--- src/rtl/ifu_pkg.sv ---
// ifu_pkg: shared FSM state type and instruction-format constants for the fetch unit
package ifu_pkg;
  typedef enum logic [1:0] {S_IDLE, S_FETCH, S_WAIT, S_HOLD} ifu_state_e;
  localparam int INSTR_BYTES = 4;
  localparam int OPCODE_HI = 31;
  localparam int OPCODE_LO = 21;
endpackage

--- src/rtl/ifu_if.sv ---
// ifu_if: instruction-memory request/response bus and decode handshake of the fetch unit
interface ifu_if #(parameter int PC_W = 64);
  logic            imem_req;
  logic [PC_W-1:0] imem_addr;
  logic            imem_valid;
  logic [31:0]     imem_rdata;
  logic            instr_valid;
  logic            instr_ready;
  logic [31:0]     instr;
  logic [10:0]     opcode;
  logic [PC_W-1:0] instr_pc;
  modport master (
    output imem_req, imem_addr, instr_valid, instr, opcode, instr_pc,
    input  imem_valid, imem_rdata, instr_ready
  );
  modport slave (
    input  imem_req, imem_addr, instr_valid, instr, opcode, instr_pc,
    output imem_valid, imem_rdata, instr_ready
  );
endinterface

--- src/rtl/ifu_branch_target_adder.sv ---
// branch_target_adder: target = br_pc + word offset, wrapping modulo 2^PC_W
module branch_target_adder #(parameter int PC_W = 64) (
  input  logic [PC_W-1:0] br_pc,
  input  logic [PC_W-1:0] br_offset,
  output logic [PC_W-1:0] target
);
  assign target = br_pc + (br_offset << 2);
endmodule

--- src/rtl/instr_fetch_unit.sv ---
// instr_fetch_unit: LEGv8 fetch front end, one outstanding fetch, one-entry buffer; IFU_PERF_CNT_EN adds perf counters
module instr_fetch_unit
  import ifu_pkg::*;
#(
  parameter int              PC_W     = 64,
  parameter logic [PC_W-1:0] RESET_PC = '0
) (
  input  logic            CLK,
  input  logic            Reset,
  ifu_if.master           bus,
  input  logic            branch,
  input  logic            uncond_branch,
  input  logic            zero,
  input  logic [PC_W-1:0] br_pc,
  input  logic [PC_W-1:0] br_offset
`ifdef IFU_PERF_CNT_EN
  ,
  output logic [31:0]     perf_fetched,
  output logic [31:0]     perf_squashed
`endif
);
  ifu_state_e state, state_n;
  logic [PC_W-1:0] fetch_pc, fetch_pc_n, target, instr_pc_q;
  logic [31:0] instr_q;
  logic squash, squash_n, br_taken, hs, wait_drop, latch;
  assign br_taken = uncond_branch | (branch & zero);
  branch_target_adder #(.PC_W(PC_W)) u_bta (
    .br_pc     (br_pc),
    .br_offset (br_offset),
    .target    (target)
  );
  assign bus.imem_req    = state == S_FETCH;
  assign bus.imem_addr   = fetch_pc;
  assign bus.instr_valid = (state == S_HOLD) & ~br_taken;
  assign bus.instr       = instr_q;
  assign bus.instr_pc    = instr_pc_q;
  assign bus.opcode      = instr_q[OPCODE_HI:OPCODE_LO];
  assign hs        = bus.instr_valid & bus.instr_ready;
  // a response arriving alongside a redirect, or after one, belongs to the wrong path
  assign wait_drop = (state == S_WAIT) & bus.imem_valid & (squash | br_taken);
  assign latch     = (state == S_WAIT) & bus.imem_valid & ~wait_drop;
  always_comb begin
    state_n    = state;
    squash_n   = squash;
    fetch_pc_n = br_taken ? target : hs ? fetch_pc + PC_W'(INSTR_BYTES) : fetch_pc;
    case (state)
      S_IDLE:  state_n = S_FETCH;
      S_FETCH: begin
        state_n  = S_WAIT;
        squash_n = br_taken;
      end
      S_WAIT: begin
        state_n  = wait_drop ? S_FETCH : latch ? S_HOLD : S_WAIT;
        squash_n = bus.imem_valid ? 1'b0 : squash | br_taken;
      end
      S_HOLD:  state_n = (br_taken | bus.instr_ready) ? S_FETCH : S_HOLD;
      default: state_n = S_IDLE;
    endcase
  end
  always_ff @(posedge CLK) begin
    if (Reset) begin
      state      <= S_IDLE;
      fetch_pc   <= RESET_PC;
      squash     <= 1'b0;
      instr_q    <= '0;
      instr_pc_q <= '0;
    end else begin
      state    <= state_n;
      fetch_pc <= fetch_pc_n;
      squash   <= squash_n;
      if (latch) begin
        instr_q    <= bus.imem_rdata;
        instr_pc_q <= fetch_pc;
      end
    end
  end
`ifdef IFU_PERF_CNT_EN
  always_ff @(posedge CLK) begin
    if (Reset) begin
      perf_fetched  <= '0;
      perf_squashed <= '0;
    end else begin
      perf_fetched  <= perf_fetched + 32'(hs);
      perf_squashed <= perf_squashed + 32'(wait_drop | ((state == S_HOLD) & br_taken));
    end
  end
`endif
endmodule

--- src/flat_wrapper.sv ---
// flat-port wrapper written by rule: the top's interface ports become plain ports
module instr_fetch_unit_flat import ifu_pkg::*;
#(
  parameter int              PC_W     = 64,
  parameter logic [PC_W-1:0] RESET_PC = '0
)
  (CLK, Reset, branch, uncond_branch, zero, br_pc, br_offset, bus_imem_req, bus_imem_addr, bus_instr_valid, bus_instr, bus_opcode, bus_instr_pc, bus_imem_valid, bus_imem_rdata, bus_instr_ready);
  ifu_if #(.PC_W(PC_W)) bus_i ();
  input  logic CLK;
  input  logic Reset;
  input  logic branch;
  input  logic uncond_branch;
  input  logic zero;
  input  logic [PC_W-1:0] br_pc;
  input  logic [PC_W-1:0] br_offset;
  output wire logic [$bits(bus_i.imem_req)-1:0] bus_imem_req;
  output wire logic [$bits(bus_i.imem_addr)-1:0] bus_imem_addr;
  output wire logic [$bits(bus_i.instr_valid)-1:0] bus_instr_valid;
  output wire logic [$bits(bus_i.instr)-1:0] bus_instr;
  output wire logic [$bits(bus_i.opcode)-1:0] bus_opcode;
  output wire logic [$bits(bus_i.instr_pc)-1:0] bus_instr_pc;
  input wire logic [$bits(bus_i.imem_valid)-1:0] bus_imem_valid;
  input wire logic [$bits(bus_i.imem_rdata)-1:0] bus_imem_rdata;
  input wire logic [$bits(bus_i.instr_ready)-1:0] bus_instr_ready;
  assign bus_imem_req = bus_i.imem_req;
  assign bus_imem_addr = bus_i.imem_addr;
  assign bus_instr_valid = bus_i.instr_valid;
  assign bus_instr = bus_i.instr;
  assign bus_opcode = bus_i.opcode;
  assign bus_instr_pc = bus_i.instr_pc;
  assign bus_i.imem_valid = bus_imem_valid;
  assign bus_i.imem_rdata = bus_imem_rdata;
  assign bus_i.instr_ready = bus_instr_ready;
  instr_fetch_unit #(.PC_W(PC_W), .RESET_PC(RESET_PC)) u_core (.CLK(CLK), .Reset(Reset), .bus(bus_i), .branch(branch), .uncond_branch(uncond_branch), .zero(zero), .br_pc(br_pc), .br_offset(br_offset));
endmodule
--- config.mk ---
export PLATFORM = sky130hd
export DESIGN_NAME = instr_fetch_unit_flat
export DESIGN_NICKNAME = d
export VERILOG_FILES = /design/src/rtl/ifu_pkg.sv /design/src/rtl/ifu_if.sv /design/src/rtl/ifu_branch_target_adder.sv /design/src/rtl/instr_fetch_unit.sv /design/src/flat_wrapper.sv
export SDC_FILE = /design/constraint.sdc
export NUM_CORES = 1
export LEC_CHECK = 0
export ABC_CLOCK_PERIOD_IN_PS = 3150
export CAP_MARGIN = 5
export CORE_MARGIN = 2
export CORE_UTILIZATION = 59
export CTS_BUF_LIST = sky130_fd_sc_hd__clkbuf_4 sky130_fd_sc_hd__clkbuf_8
export DETAILED_ROUTE_END_ITERATION = 8
export DONT_BUFFER_PORTS = 1
export PLACE_DENSITY = 0.78
export SLEW_MARGIN = 20
export SYNTH_ARGS = -nofsm -noshare
export SYNTH_HDL_FRONTEND = slang
export SYNTH_SLANG_ARGS = --single-unit
--- constraint.sdc ---
create_clock -name CLK -period 3.15 [get_ports CLK]
set_clock_uncertainty 0.05 [all_clocks]
set_input_delay 0.63 -clock CLK [delete_from_list [all_inputs] [get_ports CLK]]
set_output_delay 0.63 -clock CLK [all_outputs]
set_load 0.01 [all_outputs]
## Word level (Yosys, flattened, before mapping)

Cells that the tools add are included.

| cells by class | value |
|---|---|
| add/sub/neg operators | 2 |
| equal/unequal tests | 3 |
| muxes and demuxes | 8 |
| bitwise operators | 11 |
| reductions and logical operators | 3 |

Operators with widths:

| operator | number |
|---|---|
| 2-to-1 mux 64 bit | 2 |
| adder 64 x 3 -> 64 bit (second input constant) | 1 |
| adder 64 bit | 1 |
| case mux 2 bit (4 select lines) | 1 |
| bitwise AND 1 bit | 6 |
| equality test 2 bit (second input constant) | 2 |
| 2-to-1 mux 2 bit | 2 |
| nonzero test 2 bit | 2 |
| bitwise OR 1 bit | 3 |
| equality test 2 x 1 -> 1 bit (second input constant) | 1 |
| logical NOT 2 bit | 1 |
| 2-to-1 mux 1 bit | 2 |
| inverter 1 bit | 2 |
| case mux 1 bit (2 select lines) | 1 |

| word-level totals | value |
|---|---|
| flip-flop bits (word level) | 163 |
| bits of input ports | 167 |
| output and inout port bits | 173 |
| word-level logic and storage cells | 32 |

## Logic depth before layout (Yosys ltp)

| depth | value |
|---|---|
| depth in word-level cells | 9 |
| gate-level depth with buffers | 12 |
| gate-level depth less buffers | 12 |

## Modules after synthesis

From an unflattened synthesis, not the netlist that was laid out.

| second synthesis, totals | value |
|---|---|
| cells, all modules | 1450 |
| area, all modules | 10715.3 µm² |

By module, submodules not included:

| module | instances | cells an instance | area an instance (µm²) | seq. area each (µm²) |
|---|---|---|---|---|
| instr_fetch_unit | 1 | 946 | 7252.0 | 3263.1 |
| branch_target_adder | 1 | 504 | 3463.3 | 0.0 |

## Least setup slack after synthesis

Ideal clock, no wire load.

| timing | value |
|---|---|
| path kind | input-to-reg |
| start point | input port br_pc[2] |
| end point | register u_core.fetch_pc[60], in the netlist u_core.bus.imem_addr[60] |
| setup time | 0.086 ns |
| data arrival time | 3.236 ns |
| data required time | 3.014 ns |
| setup slack | -0.222 ns |
| cell stages on the path | 12 |
| cell sequence | ha_1 -> fa_1 -> a211oi_1 -> o21ai_1 -> a21oi_4 -> a211oi_2 -> a2111oi_2 -> o21ai_1 -> a21o_1 -> a31o_2 -> xnor2_1 -> a211oi_1 |

| between the ends | value |
|---|---|
| word-level cells in the longest chain between the ends | 2 |

Ends and longest elaborated chain:

| item | line | RTL |
|---|---|---|
| from (decl) | flat_wrapper.sv:14 | `input logic [PC_W-1:0] br_pc;` |
| adder 64 bit | ifu_branch_target_adder.sv:7 | `assign target = br_pc + (br_offset << 2);` |
| 2-to-1 mux 64 bit | instr_fetch_unit.sv:45 | `fetch_pc_n = br_taken ? target : hs ? fetch_pc + PC_W'(INSTR_BYTES) : fetch_pc;` |
| to (signal assigned) | instr_fetch_unit.sv:69 | `fetch_pc <= fetch_pc_n;` |
| to (decl) | instr_fetch_unit.sv:23 | `logic [PC_W-1:0] fetch_pc, fetch_pc_n, target, instr_pc_q;` |

No other way between the ends.
A chain may end at the register's enable or synchronous reset.

## Final worst setup path

Same ends and word-level chain as after synthesis.

==> results.cfg <==
[clock_tree]
tritoncts_num_sinks = 163
tritoncts_clock_tree = built
h-tree-depth = 4
cts_buffer_depth = 2
worstSkewPairLatency_ns = 0.45
cts_bufs_inserted = 17
clkTransAtPathRegs_ns = 0.09
ctsRootBufferMaster = sky130_fd_sc_hd__clkbuf_8
cts.hold.buffers_added = 0

[global_routing]
grt_usage = 0.320
grt_antenna_before_repair = 1
grt_pass1_vias = 9279
grt_first_pass_wirelength_um = 47500
grt.overflow.total = 0
grt_max_degree = 151

[sta]
timing_worst_slew_pin_value_ns = 0.585
period_share = 0.947
final-max-slew-violation-count = 0
setup_viol = 0
timing.final.crit_period_ns = 2.98
final-hold-violation-count = 0
rsz0062_at_grt = false
timing.max_slew.rel_slack = 0.610
fmax_mhz = 335
timing.final.ws_setup_ns = 0.169

[routing]
ant_nets = 0
remaining_drc_errors = 0
wl_per_cell_um = 19.0
firstDrtPassIters = 5
routed-via-count = 10248
vias_per_cell = 6.10
drt_iter0_markers = 813
totalWireLength_um = 31800

[power_and_ir_drop]
irDropWorstVdd_mv = 0.296
p_total_mw = 5.60
power.leakage_nw = 4.68
cellPowerDensity_nw_per_um2 = 473

[setup_path]
timing_worst_setup_path_type = in2reg
regToRegEndpoint = u_core.bus.imem_addr[63]$_SDFFE_PP0P_
worstPathMaxFanout = 6
crit_required_ns = 3.47
critPathLaunch = br_pc[2]
reg2reg_depth = 10
cp.arrival_ns = 3.30
start_kind = input pin
cp-end-kind = register
timing.reg2reg.setup_slack_ns = 0.35
r2r_start = u_core.bus.imem_addr[7]$_SDFFE_PP0P_

[placement]
place.gp.congestion = 0.922
detailedPlace.worstSlack_ns = -0.300
place_area_um2 = 11400
post-dp-hpwl_um = 24500
numPortBuffers = 0

[synthesis]
synth_nets = 1612
post_synth_inst_count = 1378
synthesis.yosys.warnings = 0
post_synth.cell_area_avg_um2 = 7.59
synth-edff-count = 0
synthDistinctLibCells = 80
async_set_or_reset_register_ratio_after_synthesis = 0
synth-main-ff-cell = sky130_fd_sc_hd__dfxtp_1
ys_ff_latch = 163
synth_seq_area_share = 0.312
netlist_area_um2 = 10500

[layout]
footprint_of_the_multi_input_gates_um2 = 6780
postLayoutCoreUtil = 0.685
drive_above_1_share = 0.135
diodes = 0
stdcell_area_um2 = 11800
nFillCells = 1498
layout-area-overhead-vs-synth_pct = 13.2
layout.area.seq_um2 = 3260
num-nets-final = 1675

[floorplanning]
fp.dieArea_um2 = 18800
chipWidth_um = 137
floorplan.io_pins = 340
num_rows = 48
initial_core_utilization = 0.605
core-area_um2 = 17300
die_h_um = 137

[worst_hold_path]
worstHoldEndpoint = u_core.bus.instr_pc[56]$_SDFFE_PP0P_
worst_hold_path_type = in2reg
hold-path-cell-count = 1
min-delay-start = Reset

[run_status]
status = completed

[job]
cap_viol_max_count = 0
## stage by stage
stage	setup TNS [ns]	std cells	hold WS, ns
final	0	1679	0.204
after floorplan	0	1378	0.431
after CTS	0	1678	0.184
after global routing	0	1679	0.185
after detailed placement	-3.23	1646	0.438
after global placement	-2.16	1646	0.432
## layout make-up
cell class / instances / area share
clock buffers: 19 / 0.0215
inverters: 23 / 0.00729
multi-input cells: 1107 / 0.573
clock inverters: 13 / 0.0166
repair buffers: 129 / 0.0828
well taps: 225 / 0.0238
flip-flops and latches: 163 / 0.275
## how the worst max path moves through the flow
stage          cells past startpoint  slack [ns]                                    end
6_report                          12        0.17  u_core.bus.imem_addr[60]$_SDFFE_PP0P_
5_1_grt                           13        0.01  u_core.bus.imem_addr[61]$_SDFFE_PP0P_
4_1_cts                           12        0.15  u_core.bus.imem_addr[60]$_SDFFE_PP0P_
3_5_place_dp                      12       -0.30  u_core.bus.imem_addr[60]$_SDFFE_PP0P_
3_3_place_gp                      12       -0.27  u_core.bus.imem_addr[60]$_SDFFE_PP0P_
2_1_floorplan                     12        0.04  u_core.bus.imem_addr[60]$_SDFFE_PP0P_
## kinds of logic (layout without fill, tap and decap cells)
logic type / count (synthesis) / in the layout / synth area share
AO/OA/AOI/OAI: 385 / 385 / 0.237
XOR/XNOR: 111 / 111 / 0.0929
adder cells (fa/ha/maj): 67 / 67 / 0.0808
buffers and inverters: 108 / 184 / 0.0437
flip-flops: 163 / 163 / 0.312
multiplexers: 1 / 1 / 0.000957
AND/OR/NAND/NOR: 543 / 543 / 0.233
## metal layers
| layer | vias up | wire [µm] | share of wire | global-route usage |
|---|---|---|---|---|
| met2 | 556 | 14500 | 0.46 | 0.516 |
| met1 | 4655 | 13000 | 0.41 | 0.416 |
| met3 | 74 | 3320 | 0.10 | 0.0744 |
| met4 | 2 | 1000 | 0.031 | 0.122 |
| li1 | 4961 | - | - | - |
| met5 | - | 18 | 0.00057 | 0 |
## flip-flops by register name, summed over array words and instances (netlist names)
signal / cells
u_core.state: 2
u_core.bus.imem_addr: 64
u_core.bus.instr: 32
u_core.squash: 1
u_core.bus.instr_pc: 64
## cells in the mapped netlist (all sizes together) (7+ instances only)
library cell	n	share of area
a211oi	48	0.036
a21o	34	0.025
a21oi	186	0.091
and2	7	0.0044
and3	19	0.012
and4	10	0.0084
buf	25	0.014
clkbuf	60	0.022
dfxtp	163	0.31
ha	66	0.079
inv	23	0.0083
nand2	302	0.11
nand2b	7	0.0042
nand3	37	0.019
nand4	30	0.019
nor2	99	0.036
nor3	12	0.0068
o21ai	39	0.019
o21bai	12	0.0097
o22ai	14	0.0084
xnor2	63	0.053
xor2	48	0.040
## repair_timing
item                                   CTS  global route
endpoints found under the hold margin    0             0
gates resized for setup                  0             1
setup endpoints to repair                0             1
setup buffers                            0             1
## layout by cell type (no fill, tap or decap), types with 14 or more instances in the layout
| cell | n |
|---|---|
| sky130_fd_sc_hd__nor2_1 | 99 |
| sky130_fd_sc_hd__xor2_1 | 48 |
| sky130_fd_sc_hd__o21ai_0 | 33 |
| sky130_fd_sc_hd__inv_1 | 23 |
| sky130_fd_sc_hd__a21o_1 | 32 |
| sky130_fd_sc_hd__nand2_1 | 301 |
| sky130_fd_sc_hd__xnor2_1 | 63 |
| sky130_fd_sc_hd__and3_1 | 18 |
| sky130_fd_sc_hd__o22ai_1 | 14 |
| sky130_fd_sc_hd__nand4_1 | 28 |
| sky130_fd_sc_hd__a21oi_1 | 182 |
| sky130_fd_sc_hd__dfxtp_1 | 163 |
| sky130_fd_sc_hd__clkbuf_8 | 18 |
| sky130_fd_sc_hd__a211oi_1 | 44 |
| sky130_fd_sc_hd__nand3_1 | 36 |
| sky130_fd_sc_hd__buf_4 | 128 |
| sky130_fd_sc_hd__ha_1 | 66 |
## critical path, cell delays in order
cell                        delay [ns]
sky130_fd_sc_hd__ha_1             0.21
sky130_fd_sc_hd__fa_2             0.36
sky130_fd_sc_hd__a211oi_2         0.23
sky130_fd_sc_hd__o21ai_1          0.19
sky130_fd_sc_hd__a21oi_4          0.34
sky130_fd_sc_hd__a211oi_2         0.17
sky130_fd_sc_hd__a2111oi_4        0.26
sky130_fd_sc_hd__o21ai_1          0.13
sky130_fd_sc_hd__a21o_1           0.19
sky130_fd_sc_hd__a31o_2           0.25
sky130_fd_sc_hd__xnor2_1          0.12
sky130_fd_sc_hd__a211oi_1         0.22
## power breakdown
part / internal [mW] / total, mW / switching [mW]
Sequential: 2.18 / 2.39 / 0.207
Clock: 0.911 / 1.73 / 0.818
Combinational: 0.657 / 1.48 / 0.828
Power figures use the tool's default switching activity.
